==> src/rtl/dm_pkg.sv <==
// Shared definitions for the data-memory access controller.
// Holds the memory op encoding, access size / sign decode helpers,
// exception codes and the controller FSM state type.
package dm_pkg;

    typedef enum logic [3:0] {
        OP_LB  = 4'd0,
        OP_LBU = 4'd1,
        OP_LH  = 4'd2,
        OP_LHU = 4'd3,
        OP_LW  = 4'd4,
        OP_LWU = 4'd5,
        OP_SB  = 4'd6,
        OP_SH  = 4'd7,
        OP_SW  = 4'd8,
        OP_LD  = 4'd9,
        OP_SD  = 4'd10
    } mem_op_e;

    localparam logic [4:0] EXC_ADEL = 5'd4;
    localparam logic [4:0] EXC_ADES = 5'd5;
    localparam logic [4:0] EXC_DBE  = 5'd7;

    typedef enum logic [1:0] {
        ST_IDLE = 2'd0,
        ST_BUSY = 2'd1,
        ST_DONE = 2'd2
    } state_e;

    // log2 of the access size in bytes: 0 byte, 1 half, 2 word, 3 dword
    function automatic logic [1:0] op_size_log2(input logic [3:0] op);
        case (op)
            OP_LB, OP_LBU, OP_SB: op_size_log2 = 2'd0;
            OP_LH, OP_LHU, OP_SH: op_size_log2 = 2'd1;
            OP_LW, OP_LWU, OP_SW: op_size_log2 = 2'd2;
            default:              op_size_log2 = 2'd3;
        endcase
    endfunction

    function automatic logic op_is_store(input logic [3:0] op);
        op_is_store = (op == OP_SB) || (op == OP_SH) || (op == OP_SW) || (op == OP_SD);
    endfunction

    function automatic logic op_is_signed(input logic [3:0] op);
        op_is_signed = (op == OP_LB) || (op == OP_LH) || (op == OP_LW);
    endfunction

    // Doubleword and unsigned-word ops only exist on a 64-bit bus
    function automatic logic op_is_legal(input logic [3:0] op, input logic wide);
        case (op)
            OP_LB, OP_LBU, OP_LH, OP_LHU, OP_LW,
            OP_SB, OP_SH, OP_SW:  op_is_legal = 1'b1;
            OP_LWU, OP_LD, OP_SD: op_is_legal = wide;
            default:              op_is_legal = 1'b0;
        endcase
    endfunction

endpackage

==> src/rtl/dm_lane_align.sv <==
// Byte-lane alignment for one direction of the data bus.
// Ports:
//   op       in   memory op (selects access size and sign)
//   off      in   byte offset of the access inside the bus word
//   data_in  in   store operand (store path) or raw bus read data (load path)
//   byteen   out  byte enables for the access
//   data_out out  lane-shifted store data, or shifted-down and extended load data
// LOAD_PATH selects which transform drives data_out.
module dm_lane_align
    import dm_pkg::*;
#(
    parameter int DATA_W    = 32,
    parameter bit LOAD_PATH = 1'b0
) (
    input  logic [3:0]                 op,
    input  logic [$clog2(DATA_W/8)-1:0] off,
    input  logic [DATA_W-1:0]          data_in,
    output logic [DATA_W/8-1:0]        byteen,
    output logic [DATA_W-1:0]          data_out
);

    localparam int NB = DATA_W / 8;

    logic [1:0]        size_log2;
    logic [NB-1:0]     be_base;
    logic [DATA_W-1:0] size_mask;

    assign size_log2 = op_size_log2(op);

    always_comb begin
        case (size_log2)
            2'd0: begin
                be_base   = NB'(1);
                size_mask = DATA_W'(64'h0000_0000_0000_00FF);
            end
            2'd1: begin
                be_base   = NB'(3);
                size_mask = DATA_W'(64'h0000_0000_0000_FFFF);
            end
            2'd2: begin
                be_base   = NB'(15);
                size_mask = DATA_W'(64'h0000_0000_FFFF_FFFF);
            end
            default: begin
                be_base   = '1;
                size_mask = '1;
            end
        endcase
    end

    assign byteen = be_base << off;

    generate
        if (LOAD_PATH) begin : g_load
            logic [DATA_W-1:0] shifted;
            logic              sign_bit;

            assign shifted = data_in >> {off, 3'b000};

            always_comb begin
                case (size_log2)
                    2'd0:    sign_bit = shifted[7];
                    2'd1:    sign_bit = shifted[15];
                    2'd2:    sign_bit = shifted[31];
                    default: sign_bit = shifted[DATA_W-1];
                endcase
            end

            // Bits above the access size become copies of its top bit for
            // signed loads, zero otherwise; full-width accesses pass through.
            assign data_out = (shifted & size_mask)
                            | ((op_is_signed(op) && sign_bit) ? ~size_mask : '0);
        end else begin : g_store
            // Trim the operand to the access size before moving it to its lanes
            assign data_out = (data_in & size_mask) << {off, 3'b000};
        end
    endgenerate

endmodule

==> src/rtl/dm_bus_ctrl.sv <==
// Data-memory access controller for the M stage.
// Checks alignment, runs one request/acknowledge bus transaction per
// aligned access, stalls the pipeline while it is outstanding and returns
// extended load data or an exception (AdEL / AdES / DBE).
// Ports:
//   clk, reset                      clock, synchronous active-high reset
//   req_valid/op/addr/wdata         M-stage memory request
//   stall                           freeze F/D/E/M stages
//   rsp_valid/rsp_rdata/exc/exc_code response to the pipeline
//   bus_req/we/addr/byteen/wdata    bus request fields
//   bus_ack/bus_rdata               bus completion and read data
module dm_bus_ctrl
    import dm_pkg::*;
#(
    parameter int DATA_W  = 32,
    parameter int ADDR_W  = 32,
    parameter int TIMEOUT = 16
) (
    input  logic                clk,
    input  logic                reset,
    input  logic                req_valid,
    input  logic [3:0]          req_op,
    input  logic [ADDR_W-1:0]   req_addr,
    input  logic [DATA_W-1:0]   req_wdata,
    output logic                stall,
    output logic                rsp_valid,
    output logic [DATA_W-1:0]   rsp_rdata,
    output logic                exc,
    output logic [4:0]          exc_code,
    output logic                bus_req,
    output logic                bus_we,
    output logic [ADDR_W-1:0]   bus_addr,
    output logic [DATA_W/8-1:0] bus_byteen,
    output logic [DATA_W-1:0]   bus_wdata,
    input  logic                bus_ack,
    input  logic [DATA_W-1:0]   bus_rdata
);

    localparam int   NB    = DATA_W / 8;
    localparam int   OFF_W = $clog2(NB);
    localparam int   CNT_W = (TIMEOUT > 1) ? $clog2(TIMEOUT) : 1;
    localparam logic WIDE  = (DATA_W == 64);

    state_e            state_reg, state_next;
    logic [CNT_W-1:0]  cnt_reg;
    logic [3:0]        op_reg;
    logic [ADDR_W-1:0] addr_reg;
    logic [NB-1:0]     be_reg;
    logic [DATA_W-1:0] wdata_reg;
    logic [DATA_W-1:0] rdata_reg;
    logic [OFF_W-1:0]  off_reg;
    logic              dbe_reg;

    logic [OFF_W-1:0]  req_off;
    logic [2:0]        align_mask;
    logic              req_legal;
    logic              req_misaligned;
    logic              req_accept;
    logic              timeout_hit;
    logic [NB-1:0]     st_be;
    logic [DATA_W-1:0] st_data;
    logic [NB-1:0]     ld_be_unused;
    logic [DATA_W-1:0] ld_data;

    assign req_off = req_addr[OFF_W-1:0];

    always_comb begin
        case (op_size_log2(req_op))
            2'd0:    align_mask = 3'b000;
            2'd1:    align_mask = 3'b001;
            2'd2:    align_mask = 3'b011;
            default: align_mask = 3'b111;
        endcase
    end

    assign req_legal      = op_is_legal(req_op, WIDE);
    assign req_misaligned = (req_addr[2:0] & align_mask) != 3'b000;
    assign req_accept     = (state_reg == ST_IDLE) && req_valid && req_legal && !req_misaligned;
    assign timeout_hit    = (cnt_reg == CNT_W'(TIMEOUT - 1));

    dm_lane_align #(.DATA_W(DATA_W), .LOAD_PATH(1'b0)) u_store_align (
        .op       (req_op),
        .off      (req_off),
        .data_in  (req_wdata),
        .byteen   (st_be),
        .data_out (st_data)
    );

    dm_lane_align #(.DATA_W(DATA_W), .LOAD_PATH(1'b1)) u_load_align (
        .op       (op_reg),
        .off      (off_reg),
        .data_in  (rdata_reg),
        .byteen   (ld_be_unused),
        .data_out (ld_data)
    );

    // State register
    always_ff @(posedge clk) begin
        if (reset) begin
            state_reg <= ST_IDLE;
        end else begin
            state_reg <= state_next;
        end
    end

    // Next-state logic; an ack in the timeout cycle takes precedence
    always_comb begin
        state_next = state_reg;
        case (state_reg)
            ST_IDLE: if (req_accept) state_next = ST_BUSY;
            ST_BUSY: if (bus_ack || timeout_hit) state_next = ST_DONE;
            ST_DONE: state_next = ST_IDLE;
            default: state_next = ST_IDLE;
        endcase
    end

    // Transaction registers: request fields latched on accept, read data
    // captured on ack, error flag set when the wait budget runs out.
    always_ff @(posedge clk) begin
        if (reset) begin
            cnt_reg   <= '0;
            op_reg    <= '0;
            addr_reg  <= '0;
            be_reg    <= '0;
            wdata_reg <= '0;
            rdata_reg <= '0;
            off_reg   <= '0;
            dbe_reg   <= 1'b0;
        end else begin
            if (req_accept) begin
                op_reg    <= req_op;
                addr_reg  <= {req_addr[ADDR_W-1:OFF_W], {OFF_W{1'b0}}};
                be_reg    <= st_be;
                wdata_reg <= st_data;
                off_reg   <= req_off;
                cnt_reg   <= '0;
                dbe_reg   <= 1'b0;
            end
            if (state_reg == ST_BUSY) begin
                cnt_reg <= cnt_reg + CNT_W'(1);
                if (bus_ack) begin
                    rdata_reg <= bus_rdata;
                end else if (timeout_hit) begin
                    dbe_reg <= 1'b1;
                end
            end
        end
    end

    // Output logic
    always_comb begin
        stall      = 1'b0;
        rsp_valid  = 1'b0;
        rsp_rdata  = '0;
        exc        = 1'b0;
        exc_code   = '0;
        bus_req    = 1'b0;
        bus_we     = 1'b0;
        bus_addr   = '0;
        bus_byteen = '0;
        bus_wdata  = '0;
        case (state_reg)
            ST_IDLE: begin
                // Misalignment is reported in the same cycle without stalling
                if (req_valid && req_legal && req_misaligned) begin
                    rsp_valid = 1'b1;
                    exc       = 1'b1;
                    exc_code  = op_is_store(req_op) ? EXC_ADES : EXC_ADEL;
                end
                stall = req_accept;
            end
            ST_BUSY: begin
                stall      = 1'b1;
                bus_req    = 1'b1;
                bus_we     = op_is_store(op_reg);
                bus_addr   = addr_reg;
                bus_byteen = be_reg;
                bus_wdata  = wdata_reg;
            end
            ST_DONE: begin
                rsp_valid = 1'b1;
                if (dbe_reg) begin
                    exc      = 1'b1;
                    exc_code = EXC_DBE;
                end else if (!op_is_store(op_reg)) begin
                    rsp_rdata = ld_data;
                end
            end
            default: ;
        endcase
    end

endmodule

==> config.mk <==
export PLATFORM = sky130hd
export DESIGN_NAME = dm_bus_ctrl
export DESIGN_NICKNAME = d
export VERILOG_FILES = /design/src/rtl/dm_pkg.sv /design/src/rtl/dm_lane_align.sv /design/src/rtl/dm_bus_ctrl.sv
export SDC_FILE = /design/constraint.sdc
export NUM_CORES = 1
export LEC_CHECK = 0
export ABC_AREA = 1
export BUFFER_PORTS_ARGS = -buffer_cell sky130_fd_sc_hd__buf_2
export CAP_MARGIN = 0
export CELL_PAD_IN_SITES_DETAIL_PLACEMENT = 1
export CELL_PAD_IN_SITES_GLOBAL_PLACEMENT = 2
export CORE_MARGIN = 2
export CORE_UTILIZATION = 28
export DETAILED_ROUTE_END_ITERATION = 8
export HOLD_SLACK_MARGIN = 0.03
export PLACE_DENSITY = 0.86
export SLEW_MARGIN = 0
export SYNTH_ARGS = -nofsm -noshare
export SYNTH_HDL_FRONTEND = slang
export SYNTH_SLANG_ARGS = --single-unit
==> constraint.sdc <==
create_clock -name clk -period 2.4 [get_ports clk]
set_clock_uncertainty 0.05 [all_clocks]
set_input_delay 0.36 -clock clk [delete_from_list [all_inputs] [get_ports clk]]
set_output_delay 0.36 -clock clk [all_outputs]
set_load 0.1 [all_outputs]
==> out/metrics.yaml, run 1 <==
post-dp-hpwl_mm: 16.9
final_net_count: 1215
syn2layout_area_growth_pct: 67.5
io-pin-count: 214
finalSetupViolCount: 32
path_cells: "inv_4, a21oi_1, o21ai_0, o21ai_1, nor2_1, o21ai_2, nand2_4, buf_8, nor2_4, buf_12"
fin_crit_sh: 1.07
drt_iter0_markers: 343
multiInputGateArea_um2: 3270
portBuffers: 209
min_to: "addr_reg[25]$_SDFFE_PP0N_"
cts.sinks: 113
dieArea_um2: 22500
regArea_um2: 2270
path_buf_inv: 3
synth_top_family_by_area: "compound AO/OA/AOI/OAI gates"
wl_per_cell_um: 16.8
drive_gt1_frac: 0.343
synth_compound_area_frac: 0.243
cts_buffers: 17
drc_errors: 0
wl_mm: 23.4
syn-cell-area_um2: 5960
cpPeakStageDelay_ns: 0.39
worstHoldStart: "req_addr[25]"
fmax_mhz: 391
synth-xor-area-share: 0
critical_path.startpoint_type: "flop"
yosys.area_share.simple: 0.230
rsz0062_at_grt: "true"
r2r-start: "state_reg[1]$_SDFFE_PP0P_"
first_global_vias: 6911
hold_buffers: 0
clock_path_buffers: 2
synth_edf_count: 0
relSlewSlack: 0.598
postRouteAntennaNets: 0
final_cell_mix: "nand2_1, inv_1, dfxtp_1"
worst_path_max_delay_cell: "dfxtp_4"
endpoint_kind: "primary output"
htreeDepth: 4
syn_avg_cell_area_um2: 6.50
rows: 53
hold_viol: 0
failed_checks: "setup timing"
synth_area_leaders: "dfxtp_1, nand2_1, a21oi_1"
dr.pass1.iters: 4
final_common_cell: "nand2_1"
r2r_slack_ns: 0.53
netlist.area_leader.share: 0.379
ys_seq_area_frac: 0.379
die_y_um: 150
grt_use_total: 0.211
die_w_um: 150
setup-tns-final_ns: -3.22
synthFlopType: "dfxtp_1"
async_flop_share: 0
hold_depth: 3
start_util: 0.285
crit_arrival_ns: 2.15
maxCapViolations: 0
criticalPathCategory: "flop to primary output"
p_leak_nw: 3.78
place.gp.congestion: 0.819
grt_max_degree: 57
fp.coreArea_um2: 21000
grt_pass1_wl_mm: 37.0
dp_slack_ns: 0.0596
outcome: "finished, violations left"
syn_inst: 917
cts_tree: "yes"
worst_pin_slew_ns: 0.600
antennaDiodeCount: 0
utilization: 0.477
synth_warnings: 0
clk_pin_slew_ns: 0.06
slew_viol_final: 0
rr_worst_depth: 8
synth.area.mux_share: 0
period_minus_slack_ns: 2.56
worstSkewPairLatency_ns: 0.42
root_buffer: "clkbuf_16"
grt_overflow: 0
via_count: 6681
fillers: 2561
synth_cell_types: 34
ys_ff_latch: 113
reg2reg_to: "u_load_align.size_log2[1]$_SDFF_PP1_"
antenna_found_initial: 1
yosys.area.top_type: "dfxtp_1"
cp_max_fo: 6
power_density_nw_per_um2: 575
hp-class: "input port to flop"
power_mw: 5.74
worst_ep_required_time_ns: 1.99
irDropWorstVdd_mv: 0.523
setup_ws_ns: -0.156
synth-adder-area-share: 0.00210
vias_per_cell: 4.78
whs_ns: 0.164
critPathTopFamily: "compound AO/OA/AOI/OAI gates"
## what timing repair did
| item | CTS | global route |
|---|---|---|
| pin swaps | 3 | 4 |
| gates resized for setup | 46 | 25 |
| buffers inserted | 6 | 3 |
| cloned | 1 | 0 |
| setup endpoints to repair | 34 | 66 |
## per-layer routing
layer / part of all wire / global-route usage
met1: 0.43 / 0.259
met3: 0.076 / 0.0616
met4: 0.015 / 0.0665
met2: 0.48 / 0.355
met5: 0.00055 / 0
## through the flow
stage / area (µm²) / std cells
3_5_place_dp: 9010 / 1357
6_report: 9990 / 1398
2_1_floorplan: 6200 / 920
4_1_cts: 9870 / 1396
3_3_place_gp: 9010 / 1357
5_1_grt: 9990 / 1398
## tightest hold or removal path, cell delays in order
cell,delay (ns)
buf_2,0.07
o21ai_1,0.06
a21oi_1,0.10
## layout make-up
| type | count | share of cell area |
|---|---|---|
| multi-input cells | 605 | 0.327 |
| flip-flops and latches | 113 | 0.227 |
| clock inverters | 8 | 0.0148 |
| repair buffers | 241 | 0.295 |
| clock buffers | 24 | 0.0512 |
| inverters | 132 | 0.0502 |
| well taps | 275 | 0.0344 |
## where the power goes
group | internal (mW) | switching (mW) | leakage [nW]
combinational | 0.304 | 0.644 | 2.54
sequential | 1.95 | 0.0352 | 0.917
clock | 1.90 | 0.907 | 0.315
## synth_stat cells, types with 2 or more instances
cell / number
inv_2: 3
nor2_2: 2
o22ai_1: 9
a21oi_1: 109
nand2_2: 4
a211oi_1: 8
nand4_1: 9
o211ai_1: 7
buf_4: 9
buf_1: 2
buf_2: 11
inv_1: 128
a31oi_1: 14
o21ai_1: 14
clkbuf_1: 40
a211oi_2: 2
buf_6: 8
dfxtp_1: 113
o21ai_0: 104
nand3_1: 31
nor2_4: 4
nor2_1: 124
nand2_1: 148
nor3_1: 4
## logic make-up after synthesis
logic type               count (synthesis)
AND/OR/NAND/NOR                        330
adder cells (fa/ha/maj)                  1
buffers and inverters                  202
AO/OA/AOI/OAI                          270
flip-flops                             113
other                                    1
## worst max-delay path by stage
| stage | start | endpoint | slack, ns | cells after the start |
|---|---|---|---|---|
| 3_5_place_dp | off_reg[0]$_SDFFE_PP0N_ | rsp_rdata[22] | 0.06 | 11 |
| 3_3_place_gp | off_reg[0]$_SDFFE_PP0N_ | rsp_rdata[19] | 0.21 | 11 |
| 5_1_grt | off_reg[0]$_SDFFE_PP0N_ | rsp_rdata[19] | -0.29 | 11 |
| 2_1_floorplan | state_reg[0]$_SDFFE_PP0P_ | bus_addr[11] | -0.43 | 6 |
| 6_report | off_reg[0]$_SDFFE_PP0N_ | rsp_rdata[19] | -0.16 | 10 |
| 4_1_cts | off_reg[0]$_SDFFE_PP0N_ | rsp_rdata[17] | -0.16 | 11 |
(Power assumes the default switching activity.)
==> run 2, diff against run 1 <==
- CORE_UTILIZATION: 28 -> 26
- CTS_CLUSTER_DIAMETER: unset -> 120
- PLACE_DENSITY: 0.86 -> 0.84
- clock period: 2.4 -> 2.68 ns (I/O delays scaled with it)
==> run 2 against run 1 <==
The run still ends with setup timing left. Non-clock buffer count fell by 2. Sequential power down 10%. Via count barely moved. Die area is 7.5% higher. Clock-buffer cell count decreased by 6. Core utilization decreased by 5.0 points. Critical path depth is the same. Register-to-register slack better by 0.19 ns. Wire length shrank 2.6%. Clock power down 21%. Sequential share of layout area up 0.83 points. Highest routed layer is now met4.
==> out/metrics.yaml, run 2 (synthesis results as in run 1) <==
clock_path_buffers: 2
worst_pin_slew_ns: 0.655
cp_max_fo: 8
rows: 55
final_net_count: 1214
crit_arrival_ns: 2.25
outcome: "finished, violations left"
place.gp.congestion: 0.878
io-pin-count: 214
fp.coreArea_um2: 22600
placed_cells: 1365
root_buffer: "clkbuf_16"
setup_ws_ns: -0.0177
cts.sinks: 113
multiInputGateArea_um2: 3150
endpoint_kind: "primary output"
first_global_vias: 6956
final_cell_mix: "nand2_1, inv_1, dfxtp_1"
post-dp-hpwl_mm: 16.6
start_util: 0.264
htreeDepth: 4
clk_pin_slew_ns: 0.05
fin_crit_sh: 1.01
met2_usage: 0.328
die_w_um: 155
path_cells: "buf_6, o21ai_0, o21ai_1, nand2_1, nand2_2, o21ai_4, buf_4, nand2_8, nor2_4, buf_12"
postRouteAntennaNets: 0
dr.pass1.iters: 4
slew_viol_final: 0
vias_per_cell: 4.74
critical_path.startpoint_type: "flop"
hold_viol: 0
hp-class: "input port to flop"
wl_per_cell_um: 16.2
drive_gt1_frac: 0.320
utilization: 0.426
cts_tree: "yes"
criticalPathCategory: "flop to primary output"
fmax_mhz: 371
cpPeakStageDelay_ns: 0.36
power_density_nw_per_um2: 502
antenna_found_initial: 3
drt_iter0_markers: 225
grt_overflow: 0
via_count: 6683
p_leak_nw: 3.68
grt_pass1_wl_mm: 35.9
worst_ep_required_time_ns: 2.23
finalSetupViolCount: 5
relSlewSlack: 0.562
hold_depth: 3
dp_slack_ns: 0.0867
die_y_um: 155
hold_buffers: 0
irDropWorstVdd_mv: 0.297
period_minus_slack_ns: 2.70
worst_path_max_delay_cell: "dfxtp_4"
drc_errors: 0
final_common_cell: "nand2_1"
globalRouteMet3Util: 0.0487
maxCapViolations: 0
portBuffers: 209
fillers: 2738
grt_use_total: 0.189
wl_mm: 22.8
instances_no_fill: 1409
failed_checks: "setup timing"
dieArea_um2: 24200
worstSkewPairLatency_ns: 0.41
use_met1: 0.229
grt_max_degree: 64
rr_worst_depth: 7
regArea_um2: 2270
grt.busiest_layer: "met2"
syn2layout_area_growth_pct: 61.4
cts_buffers: 17
==> run 2: cell types whose count changed in the layout (fill, tap and decap cells not counted), moves of 6 or more <==
| cell | previous run | this run |
|---|---|---|
| nor2_4 | 34 | 20 |
| o21ai_0 | 94 | 100 |
| buf_4 | 25 | 33 |
| buf_12 | 109 | 98 |
| nor2_1 | 48 | 72 |
| nor2_2 | 48 | 38 |
==> run 2: where the power goes <==
part | leakage (nW) | internal [mW] | total, mW | switching (mW)
Combinational | 2.49 | 0.264 | 0.824 | 0.560
Sequential | 0.917 | 1.74 | 1.78 | 0.0327
Clock | 0.277 | 1.38 | 2.23 | 0.844
==> run 2: routing by layer <==
layer | share of wire | routed length (µm)
met5 | 0 | 0
met4 | 0.020 | 452
met3 | 0.054 | 1220
met2 | 0.50 | 11400
met1 | 0.43 | 9740
==> run 2: worst max-delay path, delay by kind of cell, from the launching register on <==
| kind | cells | cell delay, ns |
|---|---|---|
| AO/OA/AOI/OAI | 3 | 0.55 |
| AND/OR/NAND/NOR | 4 | 0.47 |
| buffers and inverters | 3 | 0.45 |
| flip-flops | 1 | 0.36 |
==> run 2: worst paths after layout <==
check                               to                       from  slack (ns)
max                      rsp_rdata[17]    off_reg[0]$_SDFFE_PP0N_       -0.02
min          addr_reg[22]$_SDFFE_PP0N_               req_addr[22]        0.20
max reg2reg  addr_reg[18]$_SDFFE_PP0N_  state_reg[1]$_SDFFE_PP0P_        0.72
min reg2reg   addr_reg[6]$_SDFFE_PP0N_   addr_reg[6]$_SDFFE_PP0N_        0.40
==> run 2: what timing repair did <==
action                     CTS  global route
pin swaps                    2             7
gates resized for setup     40            29
setup endpoints to repair   24            34
buffers inserted             0             9
gates cloned                 1             0
==> run 2: per-stage QoR <==
step	hold WS [ns]	cell area (µm²)	power [mW]	TNS [ns]
finish	0.205	9630	4.83	-0.0651
global route	0.194	9620	5.05	-1.97
CTS	0.186	9430	4.85	-0.0933
detailed placement	0.398	8730	2.56	0
global placement	0.390	8730	2.56	0
floorplan	0.375	6070	2.31	-4.55
==> run 2: area by class of cell <==
class,count,share of cell area
inverters,132,0.0519
clock buffers,18,0.0456
well taps,285,0.0370
clock inverters,14,0.0147
diodes,2,0.000520
repair buffers,239,0.288
flip-flops and latches,113,0.236
multi-input cells,606,0.327
